<file path="src/rtl/mmio_io_ctrl.sv">
`default_nettype none
// ============================================================================
// Module   : mmio_io_ctrl
// Brief    : Memory-mapped switches, debounced buttons with sticky events and
//            a scanned multi-digit hex display on the MIPS data-memory bus.
// Revision : 1.0  initial release
// ============================================================================
module mmio_io_ctrl #(
    parameter int          NUM_DIGITS      = 8,
    parameter int          SW_WIDTH        = 16,
    parameter int          NUM_BTN         = 3,
    parameter int          DEBOUNCE_CYCLES = 100000,
    parameter int          SCAN_DIV        = 50000,
    parameter logic [31:0] BASE_ADDR       = 32'h0000_FF00
) (
    input  logic                  clk,
    input  logic                  reset_n,
    input  logic                  memwrite,
    input  logic [31:0]           dataadr,
    input  logic [31:0]           writedata,
    output logic [31:0]           readdata,
    input  logic [SW_WIDTH-1:0]   SW,
    input  logic [NUM_BTN-1:0]    BTN,
    output logic [NUM_DIGITS-1:0] AN,
    output logic [6:0]            A2G,
    output logic                  DP
);

    localparam int c_DB_W  = $clog2(DEBOUNCE_CYCLES);
    localparam int c_SC_W  = (SCAN_DIV > 1) ? $clog2(SCAN_DIV) : 1;
    localparam int c_IDX_W = (NUM_DIGITS > 1) ? $clog2(NUM_DIGITS) : 1;

    localparam logic [c_DB_W-1:0]  c_DB_MAX  = c_DB_W'(DEBOUNCE_CYCLES - 1);
    localparam logic [c_SC_W-1:0]  c_SC_MAX  = c_SC_W'(SCAN_DIV - 1);
    localparam logic [c_IDX_W-1:0] c_IDX_MAX = c_IDX_W'(NUM_DIGITS - 1);

    localparam logic [7:0] c_OFF_SW   = 8'h00;
    localparam logic [7:0] c_OFF_LVL  = 8'h04;
    localparam logic [7:0] c_OFF_EVT  = 8'h08;
    localparam logic [7:0] c_OFF_DATA = 8'h0C;
    localparam logic [7:0] c_OFF_CTRL = 8'h10;

    // Bus decode
    logic       w_sel;
    logic       w_wr;
    logic [7:0] w_off;

    assign w_sel = (dataadr[31:8] == BASE_ADDR[31:8]);
    assign w_wr  = memwrite & w_sel;
    assign w_off = dataadr[7:0];

    // Input synchronisers
    logic [SW_WIDTH-1:0] r_sw_meta, r_sw_sync;
    logic [NUM_BTN-1:0]  r_btn_meta, r_btn_sync;

    always_ff @(posedge clk or negedge reset_n) begin
        if (!reset_n) begin
            r_sw_meta  <= '0;
            r_sw_sync  <= '0;
            r_btn_meta <= '0;
            r_btn_sync <= '0;
        end else begin
            r_sw_meta  <= SW;
            r_sw_sync  <= r_sw_meta;
            r_btn_meta <= BTN;
            r_btn_sync <= r_btn_meta;
        end
    end

    // Debounce and sticky events
    logic [c_DB_W-1:0]  r_db_cnt  [NUM_BTN];
    logic [c_DB_W-1:0]  w_cnt_nxt [NUM_BTN];
    logic [NUM_BTN-1:0] r_btn_level, w_level_nxt;
    logic [NUM_BTN-1:0] r_btn_evt, w_evt_clr, w_rise;

    always_comb begin
        w_level_nxt = r_btn_level;
        for (int i = 0; i < NUM_BTN; i++) begin
            w_cnt_nxt[i] = '0;
            if (r_btn_sync[i] != r_btn_level[i]) begin
                if (r_db_cnt[i] == c_DB_MAX) begin
                    w_level_nxt[i] = r_btn_sync[i];
                end else begin
                    w_cnt_nxt[i] = r_db_cnt[i] + c_DB_W'(1);
                end
            end
        end
    end

    assign w_rise    = w_level_nxt & ~r_btn_level;
    assign w_evt_clr = (w_wr && (w_off == c_OFF_EVT)) ? writedata[NUM_BTN-1:0] : '0;

    always_ff @(posedge clk or negedge reset_n) begin
        if (!reset_n) begin
            for (int i = 0; i < NUM_BTN; i++) begin
                r_db_cnt[i] <= '0;
            end
            r_btn_level <= '0;
            r_btn_evt   <= '0;
        end else begin
            for (int i = 0; i < NUM_BTN; i++) begin
                r_db_cnt[i] <= w_cnt_nxt[i];
            end
            r_btn_level <= w_level_nxt;
            // A new press outranks a simultaneous clear
            r_btn_evt   <= (r_btn_evt & ~w_evt_clr) | w_rise;
        end
    end

    // Display registers
    logic [4*NUM_DIGITS-1:0] r_disp_data;
    logic [NUM_DIGITS-1:0]   r_en, r_dpm;

    always_ff @(posedge clk or negedge reset_n) begin
        if (!reset_n) begin
            r_disp_data <= '0;
            r_en        <= '1;
            r_dpm       <= '0;
        end else if (w_wr) begin
            if (w_off == c_OFF_DATA) begin
                r_disp_data <= writedata[4*NUM_DIGITS-1:0];
            end
            if (w_off == c_OFF_CTRL) begin
                r_en  <= writedata[NUM_DIGITS-1:0];
                r_dpm <= writedata[8 +: NUM_DIGITS];
            end
        end
    end

    // Read mux
    always_comb begin
        readdata = '0;
        if (w_sel) begin
            case (w_off)
                c_OFF_SW:   readdata[SW_WIDTH-1:0]     = r_sw_sync;
                c_OFF_LVL:  readdata[NUM_BTN-1:0]      = r_btn_level;
                c_OFF_EVT:  readdata[NUM_BTN-1:0]      = r_btn_evt;
                c_OFF_DATA: readdata[4*NUM_DIGITS-1:0] = r_disp_data;
                c_OFF_CTRL: begin
                    readdata[NUM_DIGITS-1:0]  = r_en;
                    readdata[8 +: NUM_DIGITS] = r_dpm;
                end
                default: ;
            endcase
        end
    end

    // Digit scan
    logic [c_SC_W-1:0]  r_scan_cnt;
    logic [c_IDX_W-1:0] r_scan_idx;

    always_ff @(posedge clk or negedge reset_n) begin
        if (!reset_n) begin
            r_scan_cnt <= '0;
            r_scan_idx <= '0;
        end else if (r_scan_cnt == c_SC_MAX) begin
            r_scan_cnt <= '0;
            r_scan_idx <= (r_scan_idx == c_IDX_MAX) ? '0 : r_scan_idx + c_IDX_W'(1);
        end else begin
            r_scan_cnt <= r_scan_cnt + c_SC_W'(1);
        end
    end

    function automatic logic [6:0] hex_seg(input logic [3:0] n);
        case (n)
            4'h0: hex_seg = 7'b0000001;
            4'h1: hex_seg = 7'b1001111;
            4'h2: hex_seg = 7'b0010010;
            4'h3: hex_seg = 7'b0000110;
            4'h4: hex_seg = 7'b1001100;
            4'h5: hex_seg = 7'b0100100;
            4'h6: hex_seg = 7'b0100000;
            4'h7: hex_seg = 7'b0001111;
            4'h8: hex_seg = 7'b0000000;
            4'h9: hex_seg = 7'b0000100;
            4'hA: hex_seg = 7'b0001000;
            4'hB: hex_seg = 7'b1100000;
            4'hC: hex_seg = 7'b0110001;
            4'hD: hex_seg = 7'b1000010;
            4'hE: hex_seg = 7'b0110000;
            default: hex_seg = 7'b0111000;
        endcase
    endfunction

    logic [3:0]            w_nib;
    logic                  w_dig_en;
    logic                  w_dig_dp;
    logic [NUM_DIGITS-1:0] w_an_n;

    always_comb begin
        w_nib    = '0;
        w_dig_en = 1'b0;
        w_dig_dp = 1'b0;
        w_an_n   = '1;
        for (int d = 0; d < NUM_DIGITS; d++) begin
            if (r_scan_idx == c_IDX_W'(d)) begin
                w_nib     = r_disp_data[4*d +: 4];
                w_dig_en  = r_en[d];
                w_dig_dp  = r_dpm[d];
                w_an_n[d] = 1'b0;
            end
        end
    end

    logic [NUM_DIGITS-1:0] r_an;
    logic [6:0]            r_a2g;
    logic                  r_dp;

    always_ff @(posedge clk or negedge reset_n) begin
        if (!reset_n) begin
            r_an  <= '1;
            r_a2g <= 7'h7F;
            r_dp  <= 1'b1;
        end else if (w_dig_en) begin
            r_an  <= w_an_n;
            r_a2g <= hex_seg(w_nib);
            r_dp  <= ~w_dig_dp;
        end else begin
            r_an  <= '1;
            r_a2g <= 7'h7F;
            r_dp  <= 1'b1;
        end
    end

    assign AN  = r_an;
    assign A2G = r_a2g;
    assign DP  = r_dp;

endmodule
`default_nettype wire

</file>
<file path="config.mk">
export PLATFORM = sky130hd
export DESIGN_NAME = mmio_io_ctrl
export DESIGN_NICKNAME = d
export VERILOG_FILES = /design/src/rtl/mmio_io_ctrl.sv
export SDC_FILE = /design/constraint.sdc
export NUM_CORES = 1
export LEC_CHECK = 0
export CORE_MARGIN = 2
export CORE_UTILIZATION = 40
export DETAILED_ROUTE_END_ITERATION = 10
export GPL_TIMING_DRIVEN = 0
export HOLD_SLACK_MARGIN = 0.08
export PLACE_DENSITY = 0.6
export SYNTH_ARGS = -nofsm -noshare
export SYNTH_HDL_FRONTEND = slang
export SYNTH_SLANG_ARGS = --single-unit
</file>
<file path="constraint.sdc">
create_clock -name clk -period 3.1 [get_ports clk]
set_input_delay 0.62 -clock clk [delete_from_list [all_inputs] [get_ports clk]]
set_output_delay 0.62 -clock clk [all_outputs]
set_load 0.02 [all_outputs]
</file>
==> impl_metrics.ini <==
[critical_path]
critPathRequiredTime_ps = 2480
crit_family = simple AND/OR/NAND/NOR gates
worstPathCellList = clkdlybuf4s15_1 > or4b_4 > nor3_4 > buf_8 > nand4_1 > a21oi_2 > buf_4
r2r_end = A2G[5]
reg2reg_slack_ps = 230
cp.arrival_ps = 2390
cp-start-kind = input port
worst-path-buf-inv = 3
crit_path_top_delay_cell = or4b_4
cp_slowest_stage_delay_ps = 520
critical_path_class = input port to output port
r2r.worst_path.cells = 11
crit_path_end_kind = output port
critical_path_peak_fanout = 7
r2r_start = r_scan_idx[0]

[clock_network]
cts_buffer_depth = 2
htreeDepth = 4
cts_buffers = 17
root_buffer = clkbuf_16
clk_latency_ps = 420
cts_num_sinks = 178
path_clk_slew_ps = 70
cts_tree = yes

[layout]
drive_above_1_share_pct = 21.6
n_fill_cell = 1775
area.sequential_um2 = 4480
final_area_um2 = 10700
final_cell_mix = dfrtp_1, nor2_1, clkdlybuf4s50_1, nand2_1, mux2_2
multiInputGateArea_um2 = 3530
nNetsFinal = 1001
layout.cells.most_common = dfrtp_1
stdcell_count = 1181
synthToLayoutAreaGrowth_pct = 31.4
num_antenna_cells = 0

[power_and_ir_drop]
p_per_area_nw_per_um2 = 443
leakagePower_nw = 4.81
finalPower_mw = 4.73
peakVddDrop_mv = 0.342

[floorplan]
die_area_um2 = 21500
die_x_um = 147
initial_core_util_pct = 40.4
dieHeight_um = 147
pin_count = 134
core_um2 = 20100
num_rows = 52

[route]
dr.pass1.iters = 6
drtAntennaViolNets = 0
routed_wl_um = 19600
drtIter0Drc = 444
drc_errors = 0
routed_via_density = 5.09
wl_per_cell_um = 16.6
num_vias = 6010

[placement]
dpl.cell_count = 1140
gp_congestion = 0.871
place_area_um2 = 9830
pre_cts_ws_ps = -1380
dp_hpwl_um = 14400
portBuffers = 133

[global_route]
grt_pass1_wl_um = 31900
grt_pass1_vias = 5958
grt_overflow = 0
grtUsageTotal_pct = 19.1
grt_max_degree = 115
antenna_found_initial = 1

[timing]
fin_setup_tns_ps = 0
fin_crit_sh_pct = 97.1
timing.final.hold_violations = 0
fin_crit_ps = 3010
rsz0062_at_grt = false
fin_ws_ps = 90.6
relSlewSlack_pct = 43.1
fmax_ghz = 0.332
tightestPinTransition_ps = 854
setup_viol = 0
skew_ps = 6.16
slew_viol_final = 0

[logic_synthesis]
synth_compound_area_share_pct = 8.47
ys.flop_type = dfrtp_1
syn_area_um2 = 8120
synthSimpleGateAreaFrac_pct = 16.9
ys_seq_area_share_pct = 55.2
muxShareOfSynthArea_pct = 7.41
synth_top_family_by_area = simple AND/OR/NAND/NOR gates
synth_edf_count = 0
avgSynthCellArea_um2 = 11.0
yosysUniqueCellTypes = 58
synth_cells = 736
syn_nets = 838
synth-seq-cells = 178
synthArstFlopShare_pct = 100
ys_warn_count = 0
synth-xor-area-share_pct = 6.58
synthAdderAreaFrac_pct = 2.46

[job]
maxCapViolations = 0

[outcome]
outcome = finished, final reports clean

[hold_path]
hold_class = input port to asynchronous set/reset pin
[how the worst max path moves through the flow]
stage	from	to	slack (ps)	cells after the start
6_report	dataadr[16]	readdata[2]	90	7
5_1_grt	dataadr[16]	readdata[2]	10	7
4_1_cts	dataadr[11]	readdata[2]	-10	8
3_5_place_dp	dataadr[1]	readdata[2]	-1380	10
3_3_place_gp	reset_n	r_db_cnt[46]	-5990	1
2_1_floorplan	dataadr[17]	readdata[10]	240	6
[stage by stage]
step	hold slack, ps	util [%]
5_1_grt	333	53.1
4_1_cts	303	52.7
6_report	266	53.1
3_5_place_dp	335	48.9
2_1_floorplan	324	-
3_3_place_gp	334	48.7
[cell type report]
type | count | share of cell area [%]
Buffer | 29 | 2.10
Clock buffer | 21 | 4.41
Clock inverter | 10 | 1.20
Inverter | 21 | 0.739
Multi-Input combinational cell | 506 | 33.1
Sequential cell | 178 | 42.0
Tap cell | 270 | 3.17
Timing Repair Buffer | 146 | 13.3
[cell usage after synthesis, drive strengths merged, types with 6 or more instances]
cell | instances | area (um2)
dfrtp | 154 | 3850
mux2 | 49 | 552
o21ai | 18 | 90.1
dfstp | 24 | 631
nand4 | 12 | 75.1
and3 | 30 | 193
nor3 | 11 | 60.1
xor2 | 40 | 350
nor2 | 100 | 375
xnor2 | 21 | 184
buf | 15 | 105
nand2 | 58 | 220
a31oi | 6 | 43.8
or2 | 6 | 40.0
clkbuf | 16 | 60.1
nor4 | 7 | 43.8
nand3 | 31 | 155
inv | 21 | 78.8
a2bb2oi | 6 | 52.6
a222oi | 16 | 160
a21oi | 17 | 85.1
and2 | 6 | 37.5
ha | 16 | 200
[state kept, by name, indices dropped and copies added, names as in the netlist]
signal / flops
r_sw_sync: 16
r_db_cnt: 51
r_en: 8
r_btn_meta: 3
r_dpm: 8
A2G: 7
r_scan_cnt: 16
r_btn_level: 3
AN: 8
r_scan_idx: 3
r_btn_evt: 3
r_sw_meta: 16
DP: 1
r_disp_data: 32
r_btn_sync: 3
[routing by layer]
layer  GRT usage [%]  up-vias  share of wire (%)
met4            5.83        2                1.5
li1                -     2919                  -
met5               0        -              0.046
met3            4.56       23                4.8
met2            29.6      142                 47
met1            26.8     2924                 47
[report_power, final]
part / leakage (nW) / total (mW) / switching (mW) / internal [mW]
sequential: 2.29 / 2.38 / 0.0181 / 2.36
clock: 0.291 / 2.15 / 0.890 / 1.26
combinational: 2.22 / 0.209 / 0.100 / 0.109
total: 4.81 / 4.73 / 1.01 / 3.72
[timing repair]
item | in CTS | in global routing
pin swaps | 16 | 15
gates cloned | 1 | 0
setup buffers | 7 | 4
hold buffers | 0 | 0
endpoints found under the hold margin | 0 | 0
setup endpoints to repair | 32 | 34
gates resized for setup | 184 | 22
[logic make-up after synthesis]
group	after synthesis
fa+ha+maj	16
xor+xnor	61
simple gates	282
compound gates	93
mux	54
flops	178
buf+inv	52
(Power assumes the default switching activity.)
